===== src/rtl/ci_dsp_pkg.sv =====
// Shared types and default geometry for the CI frame sequencer and its peak trackers.
package ci_dsp_pkg;
  localparam int N_DEF     = 64;
  localparam int W_DEF     = 12;
  localparam int BIN_W_DEF = 6;
  localparam int OVR_W_DEF = 8;

  localparam int B730_LO = 5;
  localparam int B730_HI = 7;
  localparam int B850_LO = 10;
  localparam int B850_HI = 12;

  typedef enum logic [1:0] {IDLE, COLLECT, WAIT_FFT, REPORT} seq_state_t;
endpackage


===== src/rtl/ci_frame_sequencer_if.sv =====
// Reader / FFT / uController signal bundle around the frame sequencer.
interface ci_frame_sequencer_if
  import ci_dsp_pkg::*;
#(
  parameter int W     = W_DEF,
  parameter int BIN_W = BIN_W_DEF,
  parameter int OVR_W = OVR_W_DEF
);
  logic             enable;
  logic             sample_rdy;
  logic [W-1:0]     sample;
  logic             fft_in_valid;
  logic [W-1:0]     fft_in_data;
  logic             fft_in_last;
  logic             fft_out_valid;
  logic [BIN_W-1:0] fft_out_bin;
  logic [W-1:0]     fft_out_mag;
  logic             fft_out_last;
  logic             res_valid;
  logic             res_ack;
  logic [W-1:0]     max730;
  logic [W-1:0]     max850;
  logic [BIN_W-1:0] bin730;
  logic [BIN_W-1:0] bin850;
  logic [OVR_W-1:0] overrun_cnt;

  modport master (
    output enable, sample_rdy, sample, fft_out_valid, fft_out_bin, fft_out_mag, fft_out_last, res_ack,
    input  fft_in_valid, fft_in_data, fft_in_last, res_valid, max730, max850, bin730, bin850, overrun_cnt
  );

  modport slave (
    input  enable, sample_rdy, sample, fft_out_valid, fft_out_bin, fft_out_mag, fft_out_last, res_ack,
    output fft_in_valid, fft_in_data, fft_in_last, res_valid, max730, max850, bin730, bin850, overrun_cnt
  );
endinterface


===== src/rtl/ci_peak_tracker.sv =====
// Registered peak-magnitude search over one inclusive bin window; strict compare keeps the earliest bin on ties.
module ci_peak_tracker
  import ci_dsp_pkg::*;
#(
  parameter int W     = W_DEF,
  parameter int BIN_W = BIN_W_DEF,
  parameter int LO    = B730_LO,
  parameter int HI    = B730_HI
) (
  input  logic             clk,
  input  logic             rst,
  input  logic             clear,
  input  logic             valid,
  input  logic [BIN_W-1:0] bin,
  input  logic [W-1:0]     mag,
  output logic [W-1:0]     peak,
  output logic [BIN_W-1:0] peak_bin
);
  logic in_win;
  assign in_win = (bin >= BIN_W'(LO)) && (bin <= BIN_W'(HI));

  always_ff @(posedge clk) begin
    if (rst || clear) begin
      peak     <= '0;
      peak_bin <= '0;
    end else if (valid && in_win && (mag > peak)) begin
      peak     <= mag;
      peak_bin <= bin;
    end
  end
endmodule


===== src/rtl/ci_frame_sequencer.sv =====
// Gates N-sample frames into the FFT, tracks 730/850 nm window peaks and reports them with valid/ack.
module ci_frame_sequencer
  import ci_dsp_pkg::*;
#(
  parameter int N       = N_DEF,
  parameter int W       = W_DEF,
  parameter int BIN_W   = BIN_W_DEF,
  parameter int B730_LO = ci_dsp_pkg::B730_LO,
  parameter int B730_HI = ci_dsp_pkg::B730_HI,
  parameter int B850_LO = ci_dsp_pkg::B850_LO,
  parameter int B850_HI = ci_dsp_pkg::B850_HI,
  parameter int OVR_W   = OVR_W_DEF
) (
  input  logic                  clk,
  input  logic                  rst,
  ci_frame_sequencer_if.slave   bus
);
  localparam int CNT_W = $clog2(N);

  seq_state_t       state;
  logic [CNT_W-1:0] cnt;
  logic             trk_valid;
  logic             trk_clear;
  logic             busy;

  // Peaks only move while the FFT result is expected; they reset as the FSM drops back to IDLE.
  assign trk_valid = bus.fft_out_valid && (state == WAIT_FFT);
  assign trk_clear = (state == REPORT) && bus.res_ack;
  assign busy      = (state == WAIT_FFT) || (state == REPORT);

  ci_peak_tracker #(.W(W), .BIN_W(BIN_W), .LO(B730_LO), .HI(B730_HI)) u_pk730 (
    .clk(clk), .rst(rst), .clear(trk_clear), .valid(trk_valid),
    .bin(bus.fft_out_bin), .mag(bus.fft_out_mag), .peak(bus.max730), .peak_bin(bus.bin730)
  );

  ci_peak_tracker #(.W(W), .BIN_W(BIN_W), .LO(B850_LO), .HI(B850_HI)) u_pk850 (
    .clk(clk), .rst(rst), .clear(trk_clear), .valid(trk_valid),
    .bin(bus.fft_out_bin), .mag(bus.fft_out_mag), .peak(bus.max850), .peak_bin(bus.bin850)
  );

  always_ff @(posedge clk) begin
    if (rst) begin
      state            <= IDLE;
      cnt              <= '0;
      bus.fft_in_valid <= 1'b0;
      bus.fft_in_data  <= '0;
      bus.fft_in_last  <= 1'b0;
      bus.res_valid    <= 1'b0;
      bus.overrun_cnt  <= '0;
    end else begin
      bus.fft_in_valid <= 1'b0;
      bus.fft_in_last  <= 1'b0;
      case (state)
        IDLE: begin
          cnt <= '0;
          if (bus.enable) state <= COLLECT;
        end
        COLLECT: begin
          if (bus.sample_rdy) begin
            bus.fft_in_valid <= 1'b1;
            bus.fft_in_data  <= bus.sample;
            cnt              <= cnt + 1'b1;
            if (cnt == CNT_W'(N - 1)) begin
              bus.fft_in_last <= 1'b1;
              state           <= WAIT_FFT;
            end
          end
        end
        WAIT_FFT: begin
          if (bus.fft_out_valid && bus.fft_out_last) begin
            bus.res_valid <= 1'b1;
            state         <= REPORT;
          end
        end
        REPORT: begin
          if (bus.res_ack) begin
            bus.res_valid <= 1'b0;
            state         <= IDLE;
          end
        end
        default: state <= IDLE;
      endcase
      // Samples arriving while the FFT owns the frame are lost; count them, saturating.
      if (bus.sample_rdy && busy && (bus.overrun_cnt != '1))
        bus.overrun_cnt <= bus.overrun_cnt + 1'b1;
    end
  end
endmodule


===== src/flat_wrapper.sv =====
// flat-port wrapper written by rule: the top's interface ports become plain ports
module ci_frame_sequencer_flat import ci_dsp_pkg::*;
#(
  parameter int N       = N_DEF,
  parameter int W       = W_DEF,
  parameter int BIN_W   = BIN_W_DEF,
  parameter int B730_LO = ci_dsp_pkg::B730_LO,
  parameter int B730_HI = ci_dsp_pkg::B730_HI,
  parameter int B850_LO = ci_dsp_pkg::B850_LO,
  parameter int B850_HI = ci_dsp_pkg::B850_HI,
  parameter int OVR_W   = OVR_W_DEF
)
  (clk, rst, bus_enable, bus_sample_rdy, bus_sample, bus_fft_out_valid, bus_fft_out_bin, bus_fft_out_mag, bus_fft_out_last, bus_res_ack, bus_fft_in_valid, bus_fft_in_data, bus_fft_in_last, bus_res_valid, bus_max730, bus_max850, bus_bin730, bus_bin850, bus_overrun_cnt);
  ci_frame_sequencer_if #(.W(W), .BIN_W(BIN_W), .OVR_W(OVR_W)) bus_i ();
  input  logic clk;
  input  logic rst;
  input wire logic [$bits(bus_i.enable)-1:0] bus_enable;
  input wire logic [$bits(bus_i.sample_rdy)-1:0] bus_sample_rdy;
  input wire logic [$bits(bus_i.sample)-1:0] bus_sample;
  input wire logic [$bits(bus_i.fft_out_valid)-1:0] bus_fft_out_valid;
  input wire logic [$bits(bus_i.fft_out_bin)-1:0] bus_fft_out_bin;
  input wire logic [$bits(bus_i.fft_out_mag)-1:0] bus_fft_out_mag;
  input wire logic [$bits(bus_i.fft_out_last)-1:0] bus_fft_out_last;
  input wire logic [$bits(bus_i.res_ack)-1:0] bus_res_ack;
  output wire logic [$bits(bus_i.fft_in_valid)-1:0] bus_fft_in_valid;
  output wire logic [$bits(bus_i.fft_in_data)-1:0] bus_fft_in_data;
  output wire logic [$bits(bus_i.fft_in_last)-1:0] bus_fft_in_last;
  output wire logic [$bits(bus_i.res_valid)-1:0] bus_res_valid;
  output wire logic [$bits(bus_i.max730)-1:0] bus_max730;
  output wire logic [$bits(bus_i.max850)-1:0] bus_max850;
  output wire logic [$bits(bus_i.bin730)-1:0] bus_bin730;
  output wire logic [$bits(bus_i.bin850)-1:0] bus_bin850;
  output wire logic [$bits(bus_i.overrun_cnt)-1:0] bus_overrun_cnt;
  assign bus_i.enable = bus_enable;
  assign bus_i.sample_rdy = bus_sample_rdy;
  assign bus_i.sample = bus_sample;
  assign bus_i.fft_out_valid = bus_fft_out_valid;
  assign bus_i.fft_out_bin = bus_fft_out_bin;
  assign bus_i.fft_out_mag = bus_fft_out_mag;
  assign bus_i.fft_out_last = bus_fft_out_last;
  assign bus_i.res_ack = bus_res_ack;
  assign bus_fft_in_valid = bus_i.fft_in_valid;
  assign bus_fft_in_data = bus_i.fft_in_data;
  assign bus_fft_in_last = bus_i.fft_in_last;
  assign bus_res_valid = bus_i.res_valid;
  assign bus_max730 = bus_i.max730;
  assign bus_max850 = bus_i.max850;
  assign bus_bin730 = bus_i.bin730;
  assign bus_bin850 = bus_i.bin850;
  assign bus_overrun_cnt = bus_i.overrun_cnt;
  ci_frame_sequencer #(.N(N), .W(W), .BIN_W(BIN_W), .B730_LO(B730_LO), .B730_HI(B730_HI), .B850_LO(B850_LO), .B850_HI(B850_HI), .OVR_W(OVR_W)) u_core (.clk(clk), .rst(rst), .bus(bus_i));
endmodule

===== config.mk =====
export PLATFORM = sky130hd
export DESIGN_NAME = ci_frame_sequencer_flat
export DESIGN_NICKNAME = d
export VERILOG_FILES = /design/src/rtl/ci_dsp_pkg.sv /design/src/rtl/ci_frame_sequencer_if.sv /design/src/rtl/ci_peak_tracker.sv /design/src/rtl/ci_frame_sequencer.sv /design/src/flat_wrapper.sv
export SDC_FILE = /design/constraint.sdc
export NUM_CORES = 1
export LEC_CHECK = 0
export CORE_MARGIN = 10
export CORE_UTILIZATION = 54
export CTS_BUF_LIST = sky130_fd_sc_hd__clkbuf_4 sky130_fd_sc_hd__clkbuf_8 sky130_fd_sc_hd__clkbuf_16
export CTS_CLUSTER_SIZE = 25
export DETAILED_ROUTE_END_ITERATION = 16
export DONT_BUFFER_PORTS = 1
export PLACE_DENSITY = 0.76
export SYNTH_ARGS = -nofsm -noshare
export SYNTH_HDL_FRONTEND = slang
export SYNTH_HIERARCHICAL = 1
export SYNTH_SLANG_ARGS = --single-unit

===== constraint.sdc =====
create_clock -name clk -period 2.1 [get_ports clk]
set_clock_uncertainty 0.05 [all_clocks]
set_input_delay 0.315 -clock clk [delete_from_list [all_inputs] [get_ports clk]]
set_output_delay 0.315 -clock clk [all_outputs]
set_load 0.05 [all_outputs]

**After elaboration in Yosys (flattened, before gate mapping)**

Cells that the tools add are included.

- Flip-flop bits (word level): 67
- Bits in latches: 0
- RAM bits: 0
- ROM bits: 0
- Output and inout bits: 59
- Logic and storage cells: 66
- Memories kept: 0

- $add $sub $neg: 2
- Multiply operators: 0
- Divide/modulo/power cells: 0
- Order comparisons: 6
- Equality and inequality tests: 10
- Shifts and indexed selects: 0
- Mux-type cells: 13
- Bitwise operators: 2
- Reductions and logical operators: 22

Operators by type and width:

| kind | number |
|---|---|
| greater-than comparator 12 bit | 2 |
| case mux 6 bit (2 select lines) | 1 |
| logical AND 1 bit | 11 |
| two-way mux 2 bit | 5 |
| adder 8 x 1 -> 8 bit (second input constant) | 1 |
| != test 2 bit (second input constant) | 4 |
| != test 8 bit (second input constant) | 1 |
| case mux 2 bit (4 select lines) | 1 |
| adder 6 x 1 -> 6 bit (second input constant) | 1 |
| == test 6 bit (second input constant) | 1 |
| >= comparator 6 x 3 -> 1 bit (second input constant) | 1 |
| >= comparator 6 x 4 -> 1 bit (second input constant) | 1 |
| <= comparator 6 x 3 -> 1 bit (second input constant) | 1 |
| <= comparator 6 x 4 -> 1 bit (second input constant) | 1 |
| two-way mux 6 bit | 1 |
| AND reduction 5 bit | 1 |
| == test 2 bit (second input constant) | 2 |
| two-way mux 1 bit | 4 |
| AND reduction 2 bit | 2 |
| nonzero test 2 bit | 2 |
| AND reduction 3 bit | 1 |
| OR reduction 3 bit | 1 |
| == test 2 x 1 -> 1 bit (second input constant) | 1 |
| logical NOT 2 bit | 1 |
| other kinds (5) | 7 |

**Depth between registers and ports, before layout**

Gate-level depths: netlist of the first run.

- Depth in word-level cells: 4
- Mapped depth: 9
- Gate-level depth less buffers: 7

**Hierarchy**

Netlist of the first run, hierarchy kept.

By module, submodules not included:

| module | times used | cells each | area an instance (µm²) | seq. area each (µm²) |
|---|---|---|---|---|
| ci_frame_sequencer | 1 | 169 | 1418.9 | 620.6 |
| ci_peak_tracker (u_core.u_pk730) | 1 | 139 | 1207.4 | 360.3 |
| ci_peak_tracker (u_core.u_pk850) | 1 | 139 | 1189.9 | 360.3 |

**Least setup slack after synthesis of the first run**

OpenSTA, ideal clock, no wires.

- Path kind: register -> register
- Start: register u_core.u_pk850.peak[3]
- End: register u_core.u_pk850.peak[0]
- Setup time: 0.074 ns
- Arrival: 2.188 ns
- Slack: -0.211 ns
- Cell stages (with the launch flop): 9
- Buffers on the path: 1
- Clock period less this slack: 2.311 ns
- Path through: dfxtp_1 inv_1 ha_1 and3_4 nor2b_1 o31a_1 buf_6 or3_1 o211ai_2

- Longest elaborated chain between the ends: 2

Ends and longest elaborated chain:

| what | line | RTL |
|---|---|---|
| start: declaration | ci_peak_tracker.sv:16 | `output logic [W-1:0] peak,` |
| start signal: assignment | ci_peak_tracker.sv:27 | `peak <= mag;` |
| greater-than comparator 12 bit | ci_peak_tracker.sv:26 | `end else if (valid && in_win && (mag > peak)) begin` |
| logical AND 1 bit | ci_peak_tracker.sv:26 |  |

No other way between the ends.
A chain may end at the register's enable or synchronous reset.

**Final worst setup path of the first run**

- Start: register u_core.u_pk850.peak[3]
- End: register u_core.u_pk850.peak[6]

Same word-level chain as after synthesis.

==> results of run 1 <==
path summary, 6_finish.rpt:
kind,start,to,slack (ns),cells past startpoint
worst max register to register,u_core/u_pk850/peak[3],u_core/u_pk850/peak[6],0.03,8
worst min register to register,u_core/cnt[5],u_core/bus.fft_in_last,0.47,2
worst min-delay path,bus_sample[2],u_core/bus.fft_in_data[2],0.04,2
worst max-delay path,u_core/u_pk850/peak[3],u_core/u_pk850/peak[6],0.03,8
worst reg2reg max path, stage by stage (launching register included):
cell and delay [ns]:
dfxtp_4 0.35, inv_1 0.09, ha_4 0.20, and3_4 0.18, nor2b_1 0.12, o31a_1 0.33, buf_6 0.17, or3_1 0.37
o211ai_1 0.11
cell type report:
| class | instances | area [sq um] | area share (%) |
|---|---|---|---|
| tap | 96 | 120 | 2.56 |
| timing repair buffer | 61 | 551 | 11.7 |
| sequential | 67 | 1380 | 29.3 |
| multi-input combinational | 314 | 2310 | 49.2 |
| clock buffer | 9 | 124 | 2.64 |
| inverter | 36 | 135 | 2.88 |
| clock inverter | 7 | 81.3 | 1.73 |
power breakdown:
group / switching (mW) / total (mW) / leakage, nW / internal (mW)
Combinational: 0.390 / 0.636 / 1.16 / 0.245
Sequential: 0.184 / 1.52 / 0.553 / 1.33
Clock: 0.570 / 1.14 / 0.101 / 0.567
kinds of logic (layout without fill, tap and decap cells):
| logic type | after synthesis | in the layout |
|---|---|---|
| AND/OR/NAND/NOR | 160 | 160 |
| AO/OA/AOI/OAI | 110 | 110 |
| flip-flops | 67 | 67 |
| buffers and inverters | 66 | 113 |
| adder cells (fa/ha/maj) | 31 | 31 |
| multiplexers | 9 | 9 |
| XOR/XNOR | 4 | 4 |
synthesized netlist by cell type, types with 2 or more instances:
cell	instances	share of area [%]
a21o_1	2	0.39
a21oi_1	24	3.1
a31oi_1	2	0.33
and2_1	3	0.49
and3_1	6	0.98
buf_2	6	0.79
buf_6	4	1.2
clkbuf_1	18	1.8
dfxtp_1	67	35
ha_1	31	10
inv_1	36	3.5
mux2_1	4	1.2
mux2i_1	5	1.3
nand2_1	66	6.5
nand2b_1	3	0.49
nand3_1	3	0.39
nand4_1	8	1.3
nor2_1	25	2.5
nor2b_1	6	0.98
nor3_1	4	0.52
nor4b_2	2	0.79
o2111ai_1	29	6.7
o211ai_1	17	3.3
o211ai_2	13	4.3
o21a_1	5	0.98
o21ai_0	2	0.26
o21ai_1	3	0.39
o221ai_1	3	0.69
o31a_1	2	0.46
or3_1	28	4.6
xor2_1	3	0.69
layout by cell type (no fill, tap or decap), types with 4 or more instances in the layout:
cell       Yosys  final
inv_2          0      4
a21oi_1       24     24
mux2_1         4      4
nand4_1        8      8
o21a_1         5      5
inv_1         36     32
buf_4          1     51
buf_12         0      4
nand2_1       66     66
ha_4           0      6
ha_1          31     25
o211ai_2      13     13
nor2b_1        6      6
clkbuf_8       0      9
and3_1         6      6
or3_1         28     28
o2111ai_1     29     29
nor2_1        25     23
o211ai_1      17     17
mux2i_1        5      5
dfxtp_2        0     18
dfxtp_1       67     46
inv_6          0      4
state kept, by name, summed over array words and instances, names as in the netlist:
name,count
u_core/bus.fft_in_data,12
u_core/bus.fft_in_last,1
u_core/bus.fft_in_valid,1
u_core/bus.overrun_cnt,8
u_core/bus.res_valid,1
u_core/cnt,6
u_core/state,2
u_core/u_pk730/peak,12
u_core/u_pk730/peak_bin,6
u_core/u_pk850/peak,12
u_core/u_pk850/peak_bin,6
per-stage QoR:
| step | TNS, ns | setup WS [ns] | hold slack [ns] | area, sq um | std cells |
|---|---|---|---|---|---|
| global placement | 0 | 0.106 | 0.341 | 4300 | 565 |
| CTS | 0 | 0.0270 | 0.0262 | 4510 | 582 |
| finish | 0 | 0.0255 | 0.0433 | 4700 | 590 |
| global route | -0.319 | -0.0657 | 0.0222 | 4700 | 590 |
| detailed placement | 0 | 0.0398 | 0.346 | 4300 | 565 |
| floorplan | 0 | 0.0234 | 0.401 | 3850 | 447 |
layer usage:
layer | GRT usage (%) | vias up
met3 | 6.51 | 19
met2 | 29.9 | 94
met1 | 17.8 | 1636
met4 | 9.64 | 0
met5 | 0 | -
li1 | - | 1708
timing repair:
item | CTS | global route
hold endpoints to repair | 27 | 0
gates resized for setup | 0 | 16
buffers inserted | 0 | 4
endpoints found under the setup margin | 0 | 30
hold buffers | 1 | 0
==> flow_metrics.env, run 1 <==
export IMPL_synthSimpleGateAreaFrac_pct=21.0
export IMPL_drtIter0Drc=90
export IMPL_relSlewSlack_pct=33.1
export IMPL_peakVddDrop_v=0.000615
export IMPL_yosysWarnings=6
export IMPL_wl_met3_um=922
export IMPL_cts_reportedPaths_clkPinSlew_ns=0.09
export IMPL_grt_pass1_vias=3302
export IMPL_slowest_delay_ns=0.36
export IMPL_gp_congestion=0.841
export IMPL_grt_max_degree=33
export IMPL_clk_latency_ns=0.35
export IMPL_met2_length_mm=5.17
export IMPL_cts_buffer_depth=2
export IMPL_critical_path_required_ns=2.31
export IMPL_vias_per_cell=5.86
export IMPL_synthCells=447
export IMPL_worst_pin_slew_ns=1.00
export IMPL_initial_utilization_pct=55.9
export IMPL_yosys_register_bits=67
export IMPL_cpMaxStageDelayCell="or3_1"
export IMPL_drc=0
export IMPL_path_class="register to register"
export IMPL_muxShareOfSynthArea_pct=2.49
export IMPL_die_y_um=104
export IMPL_drive_gt1_share_pct=26.9
export IMPL_seq_area_frac_synth_pct=35.1
export IMPL_top_layer="met4"
export IMPL_synth_adder_area_share_pct=10.2
export IMPL_critPathLaunchType="register"
export IMPL_maxCapViolations=0
export IMPL_rsz0062_at_grt="yes"
export IMPL_final_util_pct=68.8
export IMPL_overflow=0
export IMPL_die_w_um=104
export IMPL_setup_violations=0
export IMPL_leakage_nw=1.82
export IMPL_min_period_ns=2.07
export IMPL_detailed_place_hpwl_mm=7.30
export IMPL_syn_nets=515
export IMPL_num_antenna_cells=0
export IMPL_cts_htree_levels=3
export IMPL_synth_top_family_by_area="compound AO/OA/AOI/OAI gates"
export IMPL_pin_count=96
export IMPL_firstDrtPassIters=4
export IMPL_finalWirelength_mm=10.2
export IMPL_worstPathArrival_ns=2.29
export IMPL_synth_edf_count=0
export IMPL_cts_sinks=67
export IMPL_cts_buffers=9
export IMPL_drt_wirelength_per_cell_um=17.4
export IMPL_vias=3457
export IMPL_rows=30
export IMPL_gr_usage_all_layers_pct=17.4
export IMPL_synth_xor_area_share_pct=0.918
export IMPL_path_delay_family="simple AND/OR/NAND/NOR gates"
export IMPL_coreArea_sq_um=6830
export IMPL_cts_tree="yes"
export IMPL_finalMaxSlewViolations=0
export IMPL_power_density_nw_per_um2=700
export IMPL_antenna_left=0
export IMPL_synth_compound_area_share_pct=22.8
export IMPL_numPortBuffers=0
export IMPL_cts_root_buf="clkbuf_8"
export IMPL_fin_crit_sh_pct=98.8
export IMPL_synthArstFlopShare_pct=0
export IMPL_grt_pass1_wl_mm=15.6
export IMPL_antenna_found_initial=1
export IMPL_netlist_area_sq_um=3820
export IMPL_finalHoldViolations=0
export IMPL_synth_cell_types=48
export IMPL_dieArea_sq_um=10800
export IMPL_fillers=544
export IMPL_critPathBufInv=2
export IMPL_worstHoldPathType="input pin to register"
export IMPL_area_growth_pct=23.1
export IMPL_met1_length_mm=3.92
export IMPL_total_power_mw=3.29
export IMPL_outcome="finished, final reports clean"
export IMPL_final_nets=557
export IMPL_cp_max_fo=14
export IMPL_end_kind="register"
export IMPL_syn_avg_cell_area_sq_um=8.54
export IMPL_worstPathCellList="inv_1 > ha_4 > and3_4 > nor2b_1 > o31a_1 > buf_6 > or3_1 > o211ai_1"
export IMPL_max_freq_ghz=0.482
export IMPL_synth_ff_type="dfxtp_1"
(Power assumes the default switching activity.)
==> run 2: changes to the inputs <==
Settings changed: PLACE_DENSITY 0.76 to 0.73.
Clock period 2.1 ns to 1.95 ns, I/O delays scaled along.
==> run 2 against run 1 <==
- the run now ends with negative setup slack left
- via count grew 3.8%
- utilization is 6.2 points higher
- combinational power increased by 22%
- routed wire length rose by 5.8%
- sequential cell count unchanged
- global-route usage rose by 0.43 points
- die area is the same
- count of clock-buffer cells in the layout is the same
- cell count grew 2.2%
- critical path type unchanged
- critical endpoint is now u_core/u_pk730/peak[11]
- largest power group unchanged
==> flow_metrics.env, run 2 (same netlist as run 1, synthesis figures left out) <==
export IMPL_cts_root_buf="clkbuf_8"
export IMPL_worstHoldPathType="input pin to register"
export IMPL_finalSetupTns_ns=-0.0477
export IMPL_drt_wirelength_per_cell_um=18.0
export IMPL_largest_registers="u_core/bus.fft_in_data x12, u_core/u_pk730/peak x12, u_core/u_pk850/peak x12"
export IMPL_dieArea_sq_um=10800
export IMPL_detailed_place_hpwl_mm=7.53
export IMPL_antenna_left=0
export IMPL_regToRegStartpoint="u_core/u_pk730/peak[2]"
export IMPL_drtIter0Drc=178
export IMPL_placed_cells=574
export IMPL_cts_sinks=67
export IMPL_fillers=486
export IMPL_setup_violations=4
export IMPL_final_cell_mix="nand2_1, buf_4, dfxtp_1, inv_1, nor2_1"
export IMPL_cp_endpoint="u_core/u_pk730/peak[11]"
export IMPL_end_kind="register"
export IMPL_cts_reportedPaths_clkPinSlew_ns=0.08
export IMPL_antenna_found_initial=0
export IMPL_cpMaxStageDelayCell="o31a_1"
export IMPL_die_w_um=104
export IMPL_max_freq_ghz=0.507
export IMPL_final_cell_area_sq_um=5120
export IMPL_relSlewSlack_pct=35.9
export IMPL_fin_crit_sh_pct=101
export IMPL_die_y_um=104
export IMPL_cts_buffer_depth=2
export IMPL_r2r_end="u_core/u_pk730/peak[11]"
export IMPL_r2r_cells=8
export IMPL_grt_pass1_wl_mm=16.2
export IMPL_critPathLaunchType="register"
export IMPL_finalWirelength_mm=10.8
export IMPL_clk_latency_ns=0.35
export IMPL_drc=0
export IMPL_place_ws_ns=-0.168
export IMPL_initial_utilization_pct=55.9
export IMPL_gp_congestion=0.868
export IMPL_firstDrtPassIters=4
export IMPL_worst_pin_slew_ns=0.958
export IMPL_final_nets=570
export IMPL_grt_pass1_vias=3364
export IMPL_peakVddDrop_v=0.000679
export IMPL_worstPathArrival_ns=2.18
export IMPL_startpoint="u_core/u_pk730/peak[2]"
export IMPL_finalHoldViolations=0
export IMPL_dpl_instance_area_sq_um=4460
export IMPL_leakage_nw=1.95
export IMPL_num_antenna_cells=0
export IMPL_rows=30
export IMPL_rsz0062_at_grt="yes"
export IMPL_overflow=0
export IMPL_cts_buffers=9
export IMPL_worstPathCellList="inv_2 > ha_4 > a21oi_2 > nor2b_1 > o31a_1 > buf_6 > or3_1 > o211ai_1"
export IMPL_critical_path_required_ns=2.16
export IMPL_cts_tree="yes"
export IMPL_path_class="register to register"
export IMPL_worst_slack_ns=-0.0205
export IMPL_drive_gt1_share_pct=35.7
export IMPL_failed_checks="negative setup slack"
export IMPL_maxCapViolations=0
export IMPL_grt_max_degree=33
export IMPL_area_growth_pct=34.3
export IMPL_cts_htree_levels=3
export IMPL_power_density_nw_per_um2=729
export IMPL_numPortBuffers=0
export IMPL_coreArea_sq_um=6830
export IMPL_slowest_delay_ns=0.38
export IMPL_gr_usage_all_layers_pct=17.8
export IMPL_cp_max_fo=12
export IMPL_final_common_cell="nand2_1"
export IMPL_hold_slack_ns=0.0179
export IMPL_vias=3587
export IMPL_ff2ff_setup_slack_ns=-0.02
export IMPL_vias_per_cell=5.95
export IMPL_finalMaxSlewViolations=0
export IMPL_min_period_ns=1.97
export IMPL_layout_cells_non_filler=603
export IMPL_outcome="complete, but fails checks"
export IMPL_pin_count=96
## run 2: metal layers
layer	track usage, %	wire length, um	up-vias
met3	6.57	817	28
li1	-	-	1738
met5	0	0	-
met4	7.26	330	0
met1	19.0	4270	1714
met2	30.9	5410	107
## run 2: repair_timing
item                                    4_1_cts  5_1_grt
buffers inserted                              2        5
resized for setup                             5       46
pin swaps                                     4       19
cloned                                        0        5
hold buffers                                  1        0
endpoints found under the setup margin       34       35
endpoints found under the hold margin        27        0
## run 2: final cells by class
type / instances / area, sq um / share of cell area, %
Timing Repair Buffer: 74 / 697 / 13.6
Inverter: 36 / 135 / 2.64
Clock buffer: 9 / 124 / 2.42
Clock inverter: 7 / 104 / 2.03
Sequential cell: 67 / 1410 / 27.4
Tap cell: 96 / 120 / 2.34
Multi-Input combinational cell: 314 / 2540 / 49.5
## run 2: worst min path at each step
stage	from	to	slack (ns)	cells past startpoint
2_1_floorplan	bus_sample[11]	u_core/bus.fft_in_data[11]	0.38	2
3_3_place_gp	rst	u_core/bus.overrun_cnt[2]	0.32	1
3_5_place_dp	rst	u_core/bus.overrun_cnt[5]	0.32	1
4_1_cts	bus_sample[5]	u_core/bus.fft_in_data[5]	0.008	2
5_1_grt	bus_sample[1]	u_core/bus.fft_in_data[1]	0.01	2
6_report	bus_sample[10]	u_core/bus.fft_in_data[10]	0.02	2
## run 2: where the power goes
| group | internal [mW] | leakage (nW) | switching, mW |
|---|---|---|---|
| clock | 0.743 | 0.117 | 0.603 |
| combinational | 0.318 | 1.28 | 0.460 |
| sequential | 1.42 | 0.557 | 0.191 |
## run 2: through the flow
stage | utilization (%) | total power [mW]
4_1_cts | 69.5 | 3.71
2_1_floorplan | - | 2.15
5_1_grt | 75.0 | 3.92
3_5_place_dp | 65.3 | 2.36
6_report | 75.0 | 3.74
3_3_place_gp | 65.3 | 2.33
## run 2: worst max-delay path, delay by kind of cell (launching register included)
family                   cells  cell delay (ns)
AND/OR/NAND/NOR              2             0.43
adder cells (fa/ha/maj)      1             0.22
flip-flops                   1             0.35
AO/OA/AOI/OAI                3             0.62
buffers and inverters        2             0.22
==> run 3: changes to the inputs <==
Settings changed: ABC_AREA set to 1, CORE_UTILIZATION 54 to 63, PLACE_DENSITY 0.73 to 0.83, SYNTH_HIERARCHICAL 1 to unset.
==> run 3 against run 2 <==
- global-route usage increased by 3.2 points
- first-iteration DRC count decreased by 32%
- worst hold slack improved by 0.036 ns
- clock power decreased by 11%
- cell count increased by 3.3%
- synthesized cell count increased by 14%
- the flow now finishes without violations
- critical path depth increased by 2
- via count decreased by 7.0%
- worst setup slack improved by 0.17 ns
- sequential share of layout area increased by 5.8 points
- cell area decreased by 20%
- largest cell class unchanged
==> flow_metrics.env, run 3 <==
export IMPL_fin_crit_sh_pct=92.1
export IMPL_area_growth_pct=15.2
export IMPL_coreArea_sq_um=5470
export IMPL_synthCells=511
export IMPL_maxCapViolations=0
export IMPL_cp_max_fo=23
export IMPL_final_cell_area_sq_um=4070
export IMPL_finalWirelength_mm=9.24
export IMPL_place_ws_ns=0.160
export IMPL_final_cell_mix="nand2_1, nor2_1, inv_1, dfxtp_1, a21oi_1"
export IMPL_gp_congestion=0.892
export IMPL_cts_sinks=67
export IMPL_r2r_end="u_core.u_pk730.peak[5]"
export IMPL_hp_start="bus_sample[0]"
export IMPL_worstPathArrival_ns=1.99
export IMPL_peakVddDrop_v=0.00104
export IMPL_gr_usage_all_layers_pct=21.0
export IMPL_grt_max_degree=27
export IMPL_outcome="finished, final reports clean"
export IMPL_yosysWarnings=0
export IMPL_regToRegStartpoint="u_core.state[0]"
export IMPL_die_y_um=94.9
export IMPL_cts_root_buf="clkbuf_8"
export IMPL_rows=27
export IMPL_worst_slack_ns=0.153
export IMPL_antenna_left=0
export IMPL_initial_utilization_pct=64.6
export IMPL_grt_pass1_vias=3266
export IMPL_cts_buffer_depth=2
export IMPL_critical_path_required_ns=2.14
export IMPL_synth_top_cells_by_area="dfxtp_1, ha_1, nand2_1"
export IMPL_power_density_nw_per_um2=930
export IMPL_synth_common_cells="nand2_1, nor2_1, inv_1, dfxtp_1, a21oi_1"
export IMPL_vias_per_cell=5.36
export IMPL_max_freq_ghz=0.557
export IMPL_numPortBuffers=0
export IMPL_pin_count=96
export IMPL_drtIter0Drc=121
export IMPL_rsz0062_at_grt="yes"
export IMPL_critPathLaunchType="register"
export IMPL_drive_gt1_share_pct=14.2
export IMPL_worstHoldPathType="input pin to register"
export IMPL_final_common_cell="nand2_1"
export IMPL_clk_latency_ns=0.35
export IMPL_die_w_um=94.9
export IMPL_relSlewSlack_pct=63.0
export IMPL_cts_reportedPaths_clkPinSlew_ns=0.07
export IMPL_detailed_place_hpwl_mm=7.08
export IMPL_min_period_ns=1.80
export IMPL_min_delay_path_depth=2
export IMPL_leakage_nw=1.83
export IMPL_finalMaxSlewViolations=0
export IMPL_synth_edf_count=0
export IMPL_firstDrtPassIters=4
export IMPL_syn_avg_cell_area_sq_um=6.92
export IMPL_setup_violations=0
export IMPL_yosys_register_bits=67
export IMPL_worst_pin_slew_ns=0.555
export IMPL_ff2ff_setup_slack_ns=0.15
export IMPL_seq_area_frac_synth_pct=37.9
export IMPL_dieArea_sq_um=9010
export IMPL_dpl_instance_area_sq_um=3860
export IMPL_overflow=0
export IMPL_yosysTopAreaCell="dfxtp_1"
export IMPL_antenna_found_initial=0
export IMPL_holdPathEnd="u_core.bus.fft_in_data[0]"
export IMPL_cts_htree_levels=3
export IMPL_hold_slack_ns=0.0540
export IMPL_drc=0
export IMPL_cts_tree="yes"
export IMPL_end_kind="register"
export IMPL_netlist_area_sq_um=3540
export IMPL_path_class="register to register"
export IMPL_largest_registers="u_core.bus.fft_in_data x12, u_core.u_pk730.peak x12, u_core.u_pk850.peak x12"
export IMPL_synthArstFlopShare_pct=0
export IMPL_synth_most_common_cell="nand2_1"
export IMPL_syn_nets=578
export IMPL_final_nets=613
export IMPL_num_antenna_cells=0
export IMPL_vias=3337
export IMPL_drt_wirelength_per_cell_um=14.8
export IMPL_grt_pass1_wl_mm=15.0
export IMPL_cts_buffers=9
export IMPL_r2r_cells=10
export IMPL_synth_cell_types=27
export IMPL_finalHoldViolations=0
export IMPL_synth_ff_type="dfxtp_1"
export IMPL_synth_top_cell_area_share_pct=37.9
[run 3: cell count changes in the layout (fill, tap and decap cells not counted), sizes merged, moves of 6 or more]
cell,previous run,this run
nor2,25,84
nand3,3,41
inv,41,76
nand2,66,99
o211ai,30,0
o2111ai,29,0
a21oi,24,52
buf,71,43
or3,28,0
o21ai,6,24
nor2b,6,0
[run 3: cells by family after synthesis]
kind of cell             Yosys count  share of synthesized area [%]
adder cells (fa/ha/maj)           30                           10.6
buffers and inverters             97                           11.5
AO/OA/AOI/OAI                     81                           11.9
AND/OR/NAND/NOR                  233                           27.3
XOR/XNOR                           3                          0.743
flip-flops                        67                           37.9
[run 3: layout make-up]
type                            instances  area [sq um]
Tap cell                               72          90.1
Fill cell                             423          1400
Inverter                               77           289
Timing Repair Buffer                   44           345
Multi-Input combinational cell        347          1790
Sequential cell                        67          1350
Clock inverter                          4          50.0
Clock buffer                           12           153
[run 3: critical path: stages, from the launching register on]
cell and delay, ns:
dfxtp_1 0.35, inv_1 0.09, ha_1 0.19, nand2_1 0.07
nor2_1 0.18, nand4_1 0.13, nor2_2 0.11, buf_4 0.27
nand3_1 0.12, nand2_1 0.07, nor2_1 0.04
[run 3: routing by layer]
| metal | GRT usage (%) | part of all wire, % | vias up |
|---|---|---|---|
| li1 | - | - | 1690 |
| met1 | 19.7 | 36 | 1517 |
| met2 | 36.8 | 51 | 102 |
| met3 | 10.9 | 11 | 28 |
| met4 | 11.0 | 3.0 | 0 |
| met5 | 0 | 0 | - |
[run 3: through the flow]
stage          utilization [%]  instances  power, mW  setup TNS, ns
4_1_cts                   74.4        623       3.80              0
5_1_grt                   74.4        623       3.99        -0.0734
3_5_place_dp              70.5        606       2.61              0
2_1_floorplan                -        511       2.43              0
3_3_place_gp              70.5        606       2.57              0
6_report                  74.4        623       3.79              0
[run 3: worst max path at each step]
stage,from,endpoint,slack [ns],cells past startpoint
after floorplan,u_core.u_pk850.peak[10],u_core.u_pk850.peak[11],0.01,12
after global placement,u_core.state[0],u_core.u_pk730.peak[3],0.18,10
after detailed placement,u_core.state[0],u_core.u_pk730.peak[6],0.16,10
after CTS,u_core.state[0],u_core.u_pk730.peak[10],0.14,10
after global routing,u_core.u_pk850.peak[7],u_core.u_pk850.peak[6],-0.02,12
final,u_core.state[0],u_core.u_pk730.peak[5],0.15,10
[run 3: where the power goes]
group	switching, mW	internal, mW
registers	0.330	1.48
logic	0.516	0.264
clock network	0.547	0.652
[run 3: timing repair]
action,4_1_cts,5_1_grt
endpoints found under the setup margin,0,8
hold buffers,1,0
resized for setup,0,1
setup buffers,0,0
hold endpoints to repair,8,0
